`src/rtl/aq_vlsu_trans_seq_pkg.sv`:
```
`default_nettype none
// +----------------------------------------------------------------------------+
// | aq_vlsu_trans_seq_pkg                                                      |
// | Shared SEW codes, sequencer state encodings and reorder control codes.     |
// | Revision: 1.0                                                              |
// +----------------------------------------------------------------------------+
package aq_vlsu_trans_seq_pkg;

  localparam logic [1:0] C_SEW_BYTE  = 2'b00;
  localparam logic [1:0] C_SEW_HALF  = 2'b01;
  localparam logic [1:0] C_SEW_WORD  = 2'b10;
  localparam logic [1:0] C_SEW_DWORD = 2'b11;

  localparam logic [1:0] C_ST_IDLE = 2'd0;
  localparam logic [1:0] C_ST_RUN  = 2'd1;
  localparam logic [1:0] C_ST_DONE = 2'd2;

  localparam logic [2:0] C_BYTE_NONE = 3'h0;
  localparam logic [2:0] C_BYTE_B_F2 = 3'h1;
  localparam logic [2:0] C_BYTE_B_F3 = 3'h2;
  localparam logic [2:0] C_BYTE_B_F4 = 3'h3;
  localparam logic [2:0] C_BYTE_H_F2 = 3'h4;

  localparam logic [3:0] C_MUX_P0    = 4'h0;
  localparam logic [3:0] C_MUX_ST_P1 = 4'h3;
  localparam logic [3:0] C_MUX_ST_P2 = 4'h6;
  localparam logic [3:0] C_MUX_LD_P1 = 4'h1;
  localparam logic [3:0] C_MUX_LD_P2 = 4'h2;

  typedef struct packed {
    logic       st;
    logic [1:0] nf;
    logic [1:0] sew;
  } trans_cmd_t;

endpackage
`default_nettype wire

```
`src/rtl/aq_vlsu_trans_dec.sv`:
```
`default_nettype none
// +----------------------------------------------------------------------------+
// | aq_vlsu_trans_dec                                                          |
// | Combinational decode of command fields and beat phase to reorder codes.    |
// | Revision: 1.0                                                              |
// +----------------------------------------------------------------------------+
module aq_vlsu_trans_dec
  import aq_vlsu_trans_seq_pkg::*;
(
  input  logic       st,
  input  logic [1:0] nf,
  input  logic [1:0] sew,
  input  logic [1:0] phase,
  output logic [2:0] byte_reorder,
  output logic [3:0] mux_reorder
);

  always_comb begin
    byte_reorder = C_BYTE_NONE;
    if (sew == C_SEW_BYTE) begin
      case (nf)
        2'd1:    byte_reorder = C_BYTE_B_F2;
        2'd2:    byte_reorder = C_BYTE_B_F3;
        2'd3:    byte_reorder = C_BYTE_B_F4;
        default: byte_reorder = C_BYTE_NONE;
      endcase
    end else if ((sew == C_SEW_HALF) && (nf == 2'd1) && st) begin
      // The load path only consumes the low reorder bits, so halfword loads stay unswizzled.
      byte_reorder = C_BYTE_H_F2;
    end
  end

  always_comb begin
    mux_reorder = C_MUX_P0;
    if (nf == 2'd2) begin
      case (phase)
        2'd1:    mux_reorder = st ? C_MUX_ST_P1 : C_MUX_LD_P1;
        2'd2:    mux_reorder = st ? C_MUX_ST_P2 : C_MUX_LD_P2;
        default: mux_reorder = C_MUX_P0;
      endcase
    end
  end

endmodule
`default_nettype wire

```
`src/rtl/aq_vlsu_trans_seq.sv`:
```
`default_nettype none
// +----------------------------------------------------------------------------+
// | aq_vlsu_trans_seq                                                          |
// | Per-beat sequencer driving transpose reorder controls for one command.     |
// | Revision: 1.0                                                              |
// +----------------------------------------------------------------------------+
module aq_vlsu_trans_seq
  import aq_vlsu_trans_seq_pkg::*;
#(
  parameter int CNT_W = 5
) (
  input  logic             forever_cpuclk,
  input  logic             cpurst,
  input  logic             cmd_vld,
  output logic             cmd_rdy,
  input  logic             cmd_st,
  input  logic [1:0]       cmd_nf,
  input  logic [1:0]       cmd_sew,
  input  logic [CNT_W-1:0] cmd_beats,
  input  logic             flush,
  output logic             beat_vld,
  input  logic             beat_rdy,
  output logic [2:0]       beat_byte_reorder,
  output logic [3:0]       beat_mux_reorder,
  output logic [CNT_W-1:0] beat_idx,
  output logic             beat_last,
  output logic             cmd_done,
  output logic             busy
);

  localparam logic [CNT_W-1:0] C_IDX_ONE  = {{(CNT_W-1){1'b0}}, 1'b1};
  localparam logic [CNT_W-1:0] C_IDX_ZERO = '0;

  logic [1:0]       r_state;
  trans_cmd_t       r_cmd;
  logic [CNT_W-1:0] r_beats;
  logic [CNT_W-1:0] r_idx;
  logic [1:0]       r_phase;
  logic             r_beat_vld;
  logic             r_last;
  logic             r_done;
  logic [2:0]       r_byte;
  logic [3:0]       r_mux;

  logic             w_accept;
  logic             w_fire;
  logic             w_end;
  logic             w_step;
  logic [CNT_W-1:0] w_idx_nxt;
  logic [1:0]       w_phase_nxt;
  trans_cmd_t       w_dec_cmd;
  logic [1:0]       w_dec_phase;
  logic [2:0]       w_byte;
  logic [3:0]       w_mux;

  assign cmd_rdy     = (r_state == C_ST_IDLE) && !flush;
  assign w_accept    = cmd_vld && cmd_rdy;
  assign w_fire      = r_beat_vld && beat_rdy;
  assign w_end       = w_fire && (r_idx == r_beats);
  assign w_step      = w_fire && (r_idx != r_beats);
  assign w_idx_nxt   = r_idx + C_IDX_ONE;
  assign w_phase_nxt = (r_phase == 2'd2) ? 2'd0 : r_phase + 2'd1;

  // Decode the values the controls will hold after this edge so they leave a register.
  assign w_dec_cmd   = w_accept ? trans_cmd_t'{st: cmd_st, nf: cmd_nf, sew: cmd_sew} : r_cmd;
  assign w_dec_phase = w_accept ? 2'd0 : w_phase_nxt;

  aq_vlsu_trans_dec u_dec (
    .st           (w_dec_cmd.st),
    .nf           (w_dec_cmd.nf),
    .sew          (w_dec_cmd.sew),
    .phase        (w_dec_phase),
    .byte_reorder (w_byte),
    .mux_reorder  (w_mux)
  );

  always_ff @(posedge forever_cpuclk or posedge cpurst) begin
    if (cpurst) begin
      r_state    <= C_ST_IDLE;
      r_cmd      <= '0;
      r_beats    <= '0;
      r_idx      <= '0;
      r_phase    <= 2'd0;
      r_beat_vld <= 1'b0;
      r_last     <= 1'b0;
      r_done     <= 1'b0;
      r_byte     <= C_BYTE_NONE;
      r_mux      <= C_MUX_P0;
    end else if (flush) begin
      r_state    <= C_ST_IDLE;
      r_idx      <= '0;
      r_phase    <= 2'd0;
      r_beat_vld <= 1'b0;
      r_last     <= 1'b0;
      r_done     <= 1'b0;
      r_byte     <= C_BYTE_NONE;
      r_mux      <= C_MUX_P0;
    end else begin
      case (r_state)
        C_ST_IDLE: begin
          r_done <= 1'b0;
          if (w_accept) begin
            r_state    <= C_ST_RUN;
            r_cmd      <= w_dec_cmd;
            r_beats    <= cmd_beats;
            r_idx      <= '0;
            r_phase    <= 2'd0;
            r_beat_vld <= 1'b1;
            r_last     <= (cmd_beats == C_IDX_ZERO);
            r_byte     <= w_byte;
            r_mux      <= w_mux;
          end
        end
        C_ST_RUN: begin
          if (w_end) begin
            r_state    <= C_ST_DONE;
            r_idx      <= '0;
            r_phase    <= 2'd0;
            r_beat_vld <= 1'b0;
            r_last     <= 1'b0;
            r_done     <= 1'b1;
            r_byte     <= C_BYTE_NONE;
            r_mux      <= C_MUX_P0;
          end else if (w_step) begin
            r_idx   <= w_idx_nxt;
            r_phase <= w_phase_nxt;
            r_last  <= (w_idx_nxt == r_beats);
            r_byte  <= w_byte;
            r_mux   <= w_mux;
          end
        end
        C_ST_DONE: begin
          r_state <= C_ST_IDLE;
          r_done  <= 1'b0;
        end
        default: begin
          r_state    <= C_ST_IDLE;
          r_beat_vld <= 1'b0;
          r_done     <= 1'b0;
        end
      endcase
    end
  end

  assign beat_vld          = r_beat_vld;
  assign beat_byte_reorder = r_byte;
  assign beat_mux_reorder  = r_mux;
  assign beat_idx          = r_idx;
  assign beat_last         = r_last;
  assign cmd_done          = r_done;
  assign busy              = (r_state != C_ST_IDLE);

endmodule
`default_nettype wire

```
`config.mk`:
```
export PLATFORM = sky130hd
export DESIGN_NAME = aq_vlsu_trans_seq
export DESIGN_NICKNAME = d
export VERILOG_FILES = /design/src/rtl/aq_vlsu_trans_seq_pkg.sv /design/src/rtl/aq_vlsu_trans_dec.sv /design/src/rtl/aq_vlsu_trans_seq.sv
export SDC_FILE = /design/constraint.sdc
export NUM_CORES = 1
export LEC_CHECK = 0
export CORE_MARGIN = 2
export CORE_UTILIZATION = 54
export DETAILED_ROUTE_END_ITERATION = 10
export PLACE_DENSITY = 0.95
export SKIP_CTS_REPAIR_TIMING = 1
export SYNTH_ARGS = -nofsm -noshare
export SYNTH_HDL_FRONTEND = slang
export SYNTH_SLANG_ARGS = --single-unit
```
`constraint.sdc`:
```
create_clock -name forever_cpuclk -period 5.8 [get_ports forever_cpuclk]
set_input_delay 1.16 -clock forever_cpuclk [delete_from_list [all_inputs] [get_ports forever_cpuclk]]
set_output_delay 1.16 -clock forever_cpuclk [all_outputs]
set_load 0.01 [all_outputs]
```
## Yosys cells after proc, flatten, opt, wreduce, memory -nomap -nowiden

Cells that the tools add are included.

- Shift operators: 0
- Bitwise operators: 1
- Muxes and demuxes: 46
- Divide/modulo/power cells: 0
- Eq/ne operators: 16
- $lt $le $gt $ge: 0
- Reductions and logical operators: 17
- Multiply operators: 0
- Add/sub/neg operators: 2

Operator list:

| cell | number |
|---|---|
| 5-bit two-way mux | 5 |
| 3-bit two-way mux | 7 |
| 2-bit two-way mux | 10 |
| 4-bit two-way mux | 5 |
| 4-bit one-hot mux with 2 select lines | 2 |
| 2-bit equality test (second input constant) | 5 |
| 5-bit equality test | 2 |
| 1-bit two-way mux | 10 |
| 5-bit one-hot mux with 2 select lines | 1 |
| 3-bit AND reduction | 3 |
| 2-bit by 1-bit equality test with 1-bit output (second input constant) | 4 |
| 2-bit one-hot mux with 2 select lines | 2 |
| 1-bit logical AND | 7 |
| 3-bit != test (second input constant) | 2 |
| 2-bit one-hot mux with 3 select lines | 1 |
| 3-bit one-hot mux with 2 select lines | 1 |
| 5-bit by 1-bit adder with 5-bit output (second input constant) | 1 |
| 5-bit zero test | 1 |
| 5-bit != test | 1 |
| 2-bit zero test | 2 |
| 4-bit != test (second input constant) | 1 |
| 1-bit one-hot mux with 3 select lines | 1 |
| 3-bit nonzero test | 1 |
| 2-bit by 1-bit adder with 2-bit output (second input constant) | 1 |
| 6 further kinds | 6 |

- Memory bits (writable): 0
- Bits in latches: 0
- Input bits: 15
- Memory bits (read-only): 0
- Flip-flop bits (word level): 29
- Memories kept: 0

## Logic depth before layout (Yosys ltp)

- Depth after elaboration: 13
- Mapped depth: 10
- Mapped depth without buffers: 7

## By module

A second synthesis with hierarchy kept.

- Cells, all modules: 139
- Area total of the unflattened synthesis: 1637.8 µm²

Modules (own cells, without submodules):

| module | instances | cells each | area each (µm²) | sequential area each (µm²) |
|---|---|---|---|---|
| aq_vlsu_trans_seq | 1 | 125 | 1526.5 | 725.7 |
| aq_vlsu_trans_dec | 1 | 14 | 111.4 | 0.0 |

## Least setup slack after synthesis

No wires, ideal clock.

- Path kind: input to register
- From: input port flush
- To: register r_mux[1], in the netlist beat_mux_reorder[1]
- Required time: 5.678 ns
- Data arrival time: 2.751 ns
- Slack: 2.927 ns
- Stages: 10
- Buffers on the path: 3
- Setup time: 0.122 ns
- Path through: clkbuf_1 > nor4b_2 > buf_2 > buf_2 > nor2_1 > nand2_1 > inv_1 > ha_1 > a21o_1 > a32o_1

- Word-level cells in the longest chain between the ends: 11
- Elaborated cells between the ends (all ways): 20

Ends and longest elaborated chain:

| item | line | text |
|---|---|---|
| start, declared | aq_vlsu_trans_seq.sv:20 | `input logic flush,` |
| 1-bit zero test | aq_vlsu_trans_seq.sv:56 | `assign cmd_rdy = (r_state == C_ST_IDLE) && !flush;` |
| 1-bit logical AND | aq_vlsu_trans_seq.sv:56 |  |
| 1-bit logical AND | aq_vlsu_trans_seq.sv:57 | `assign w_accept = cmd_vld && cmd_rdy;` |
| 2-bit two-way mux or 5-bit two-way mux (tied branches) | aq_vlsu_trans_seq.sv:66, aq_vlsu_trans_seq.sv:65 |  |
| 2-bit equality test (tied with other cells) | aq_vlsu_trans_dec.sv:36 | `case (phase)` |
| 4-bit one-hot mux with 2 select lines | aq_vlsu_trans_dec.sv:36 |  |
| 4-bit two-way mux | aq_vlsu_trans_dec.sv:35 | `if (nf == 2'd2) begin` |
| 4-bit two-way mux | aq_vlsu_trans_seq.sv:124 | `end else if (w_step) begin` |
| 4-bit two-way mux | aq_vlsu_trans_seq.sv:115 | `if (w_end) begin` |
| 4-bit one-hot mux with 2 select lines | aq_vlsu_trans_seq.sv:99 | `case (r_state)` |
| 4-bit two-way mux | aq_vlsu_trans_seq.sv:89 | `end else if (flush) begin` |
| end signal, assigned | aq_vlsu_trans_seq.sv:111 | `r_mux <= w_mux;` |
| end signal, assigned | aq_vlsu_trans_seq.sv:129 | `r_mux <= w_mux;` |
| end, declared | aq_vlsu_trans_seq.sv:43 | `logic [3:0] r_mux;` |

Several ways; a longest one is shown, not always the timed one. The select of a mux whose other input is x is not followed.
A chain may end at the register's enable or synchronous reset.

## Worst setup path after layout

- From: input port flush
- To: output port cmd_rdy

- Word-level cells in the longest chain between the ends: 2

Ends and longest elaborated chain:

| item | line | text |
|---|---|---|
| 1-bit zero test | aq_vlsu_trans_seq.sv:56 |  |
| 1-bit logical AND | aq_vlsu_trans_seq.sv:56 |  |
| end, declared | aq_vlsu_trans_seq.sv:15 | `output logic cmd_rdy,` |

No other way between the ends.

==> impl_results.md <==
- Outcome: finished clean
- Worst-path clk slew: 0.15 ns
- ANT cells: 0
- Switching portion of total power: 29.0%
- Yosys warns: 0
- Die width: 57.4 um
- CP endpoint: cmd_rdy
- Die ar.: 3300 um2
- Max VDD drop: 197 uV
- Largest net degree at the start of global routing: 29
- Post-synth EDFFs: 0
- Total CTS buffers: 3
- Reg2Reg Depth: 5
- Syn Std Cell Area: 1540 um2
- Pwr Total: 0.506 mW
- Final hold slack: 0.516 ns
- Worst-Skew Late Latency: 0.35 ns
- FILL cells: 199
- Violation count after the first detailed-route iteration: 42
- Vias in the first global route: 1209
- Seq/Total Area, Yosys: 45.5%
- Root buffer cell: clkbuf_4
- Worst Setup SP: flush
- Share of layout cells above drive strength 1: 12.4%
- Setup TNS: 0 ns
- Fin util: 69.8%
- Die height: 57.4 um
- WP data arrival: 2.41 ns
- M1 WL: 1440 um
- Unique masters post-synth: 45
- CP max FO: 8
- Final setup vio count: 0
- Slew headroom: 16.1%
- Nets: 197
- Main synth FF type: dfrtp_1
- Post-synthesis register bit count: 28
- Critical R2R Launch: r_state[0]
- Commonest non-fill, non-tap cell in the layout: clkdlybuf4s50_1
- RSZ-0062 raised after global routing: no
- Top Metal Used: met4
- Hold Path Class: reg2reg
- Post-DRT Antenna Nets: 0
- CTS tree: built
- Fraction of registers with async set/reset: 100%
- Fin. max-slew vios: 0
- DR vias: 1215
- Non-Filler Instances: 208
- Commonest cells after routing, fill and taps aside: clkdlybuf4s50_1 (30), dfrtp_1 (28), nand2_1 (13), nor2_1 (12), mux2_2 (9)
- Power share of the combinational group: 25.5%
- Area of the multi-input gates: 779 um2
- DRC Markers: 0
- Cells after Synth: 148
- Post-Route Skew: 0.00370 ns
- Layout area overhead: 24.0%
- H-tree depth: 1
- Hpwl dp: 2480 um
- Aggregate global routing overflow: 0
- Reg area: 701 um2
- Final min period: 3.57 ns
- RePlAce Congestion: 0.889
- Worst setup SP type: input pin
- CP required: 4.64 ns
- CP endpoint kind: output port
- First-pass GRT wire length: 5460 um
- Via-per-instance ratio: 5.84
- Fin crit share: 61.5%
- P_int: 0.359 mW
- Initial antenna violation count: 0
- Core Rows: 19
- Routed length per instance: 16.0 um
- Core area: 2730 um2
- R2r setup slk: 3.57 ns
- Slew @ Worst Pin: 1.26 ns
- Syn_nets: 167
- Max-cap violations: 0
- Switching power total: 0.147 mW
- Clock share of power: 26.0%
- Syn Area/Cell: 10.4 um2
- Inst Count DP: 204
- Final Hold Vio Count: 0
- TritonRoute pass-1 iters: 4
- Routed wl met2: 1700 um
- I/O pin count: 32
- Power share of the sequential group: 48.4%
- Crit Path Category: in2out
- Peak Freq: 280 MHz
- Port bufs: 30
- LEAKAGE: 0.809 nW
- Maximum clock path buffer count: 2
- FF-to-FF End: beat_idx[3]
- Starting Density: 56.3%
- Clock sink count: 28
- Metal3 WL: 119 um
- Power Dens Cells: 265 nW/um2
- Routed Wire Length: 3330 um
- Overall Global Routing Usage: 21.7%
## logic make-up (layout without fill, tap and decap cells)
group                      Yosys count  after routing  share of synthesized area, %
AOI/OAI and AO/OA                   34             34                          17.2
xor gates and xnor gates             7              7                          3.98
adders and majority gates            4              4                          3.25
buffers and inverters               14             43                          3.90
DFF                                 28             28                          45.5
muxes                               11             11                          7.96
other                                1              1                         0.243
and+or+nand+nor                     49             49                          18.0
## per-stage QoR
step | instance area, um2 | setup slack [ns]
2_1_floorplan | 1540 | 2.93
3_3_place_gp | 1860 | 2.26
3_5_place_dp | 1860 | 2.24
4_1_cts | 1910 | 2.23
5_1_grt | 1910 | 2.20
6_report | 1910 | 2.23
## power by group through the flow
stage	sequential [mW]	clock, mW	combinational (mW)
6_report	0.245	0.132	0.129
5_1_grt	0.249	0.140	0.143
4_1_cts	0.244	0.134	0.130
3_5_place_dp	0.248	0	0.129
3_3_place_gp	0.246	0	0.124
2_1_floorplan	0.243	0	0.0891
## area by class of cell
| class | instances | area share [%] |
|---|---|---|
| sequential | 28 | 36.7 |
| multi-input combinational | 106 | 40.8 |
| clock buffer | 3 | 1.18 |
| timing repair buffer | 31 | 16.1 |
| inverter | 8 | 1.57 |
| clock inverter | 1 | 1.57 |
| tap | 31 | 2.03 |
## Yosys cell counts (all sizes together), types with 2 or more instances
master	number	share of area, %
o2bb2a	2	1.3
nand3	5	1.9
nor2	13	3.7
xor2	3	1.7
or2	2	0.81
inv	8	1.9
nand2b	4	1.6
nor3b	4	1.9
clkbuf	2	0.49
nand2	13	3.2
a32o	4	2.6
a21oi	4	1.5
mux2	10	7.3
a21o	2	0.97
o21ai	9	3.2
xnor2	4	2.3
a31oi	2	0.81
ha	4	3.2
buf	4	1.5
o31ai	5	2.4
dfrtp	28	45
## sequential cells by signal (all words and copies together) (netlist names)
signal,cells
beat_byte_reorder,3
beat_idx,5
beat_last,1
beat_mux_reorder,3
beat_vld,1
cmd_done,1
r_beats,5
r_cmd,5
r_phase,2
r_state,2
## per-layer routing
metal  track usage, %  vias up
li1                 -      577
met1             28.3      603
met2             35.6       28
met3             3.63        7
met4             9.97        0
met5                0        -
## how the worst min path moves through the flow
stage	startpoint	to	slack, ns	cells after the start
floorplan	r_cmd[3]	r_cmd[3]	0.49	1
finish	beat_byte_reorder[1]	beat_byte_reorder[1]	0.52	1
global placement	beat_byte_reorder[2]	beat_byte_reorder[2]	0.48	2
CTS	beat_byte_reorder[1]	beat_byte_reorder[1]	0.52	1
global route	beat_byte_reorder[1]	beat_byte_reorder[1]	0.53	1
detailed placement	beat_byte_reorder[2]	beat_byte_reorder[2]	0.49	2
## critical path, stage by stage
cell             delay, ns
clkdlybuf4s50_1       0.56
nor2_1                0.15
clkdlybuf4s50_1       0.54
No activity file was read; power rests on OpenSTA's default activity.
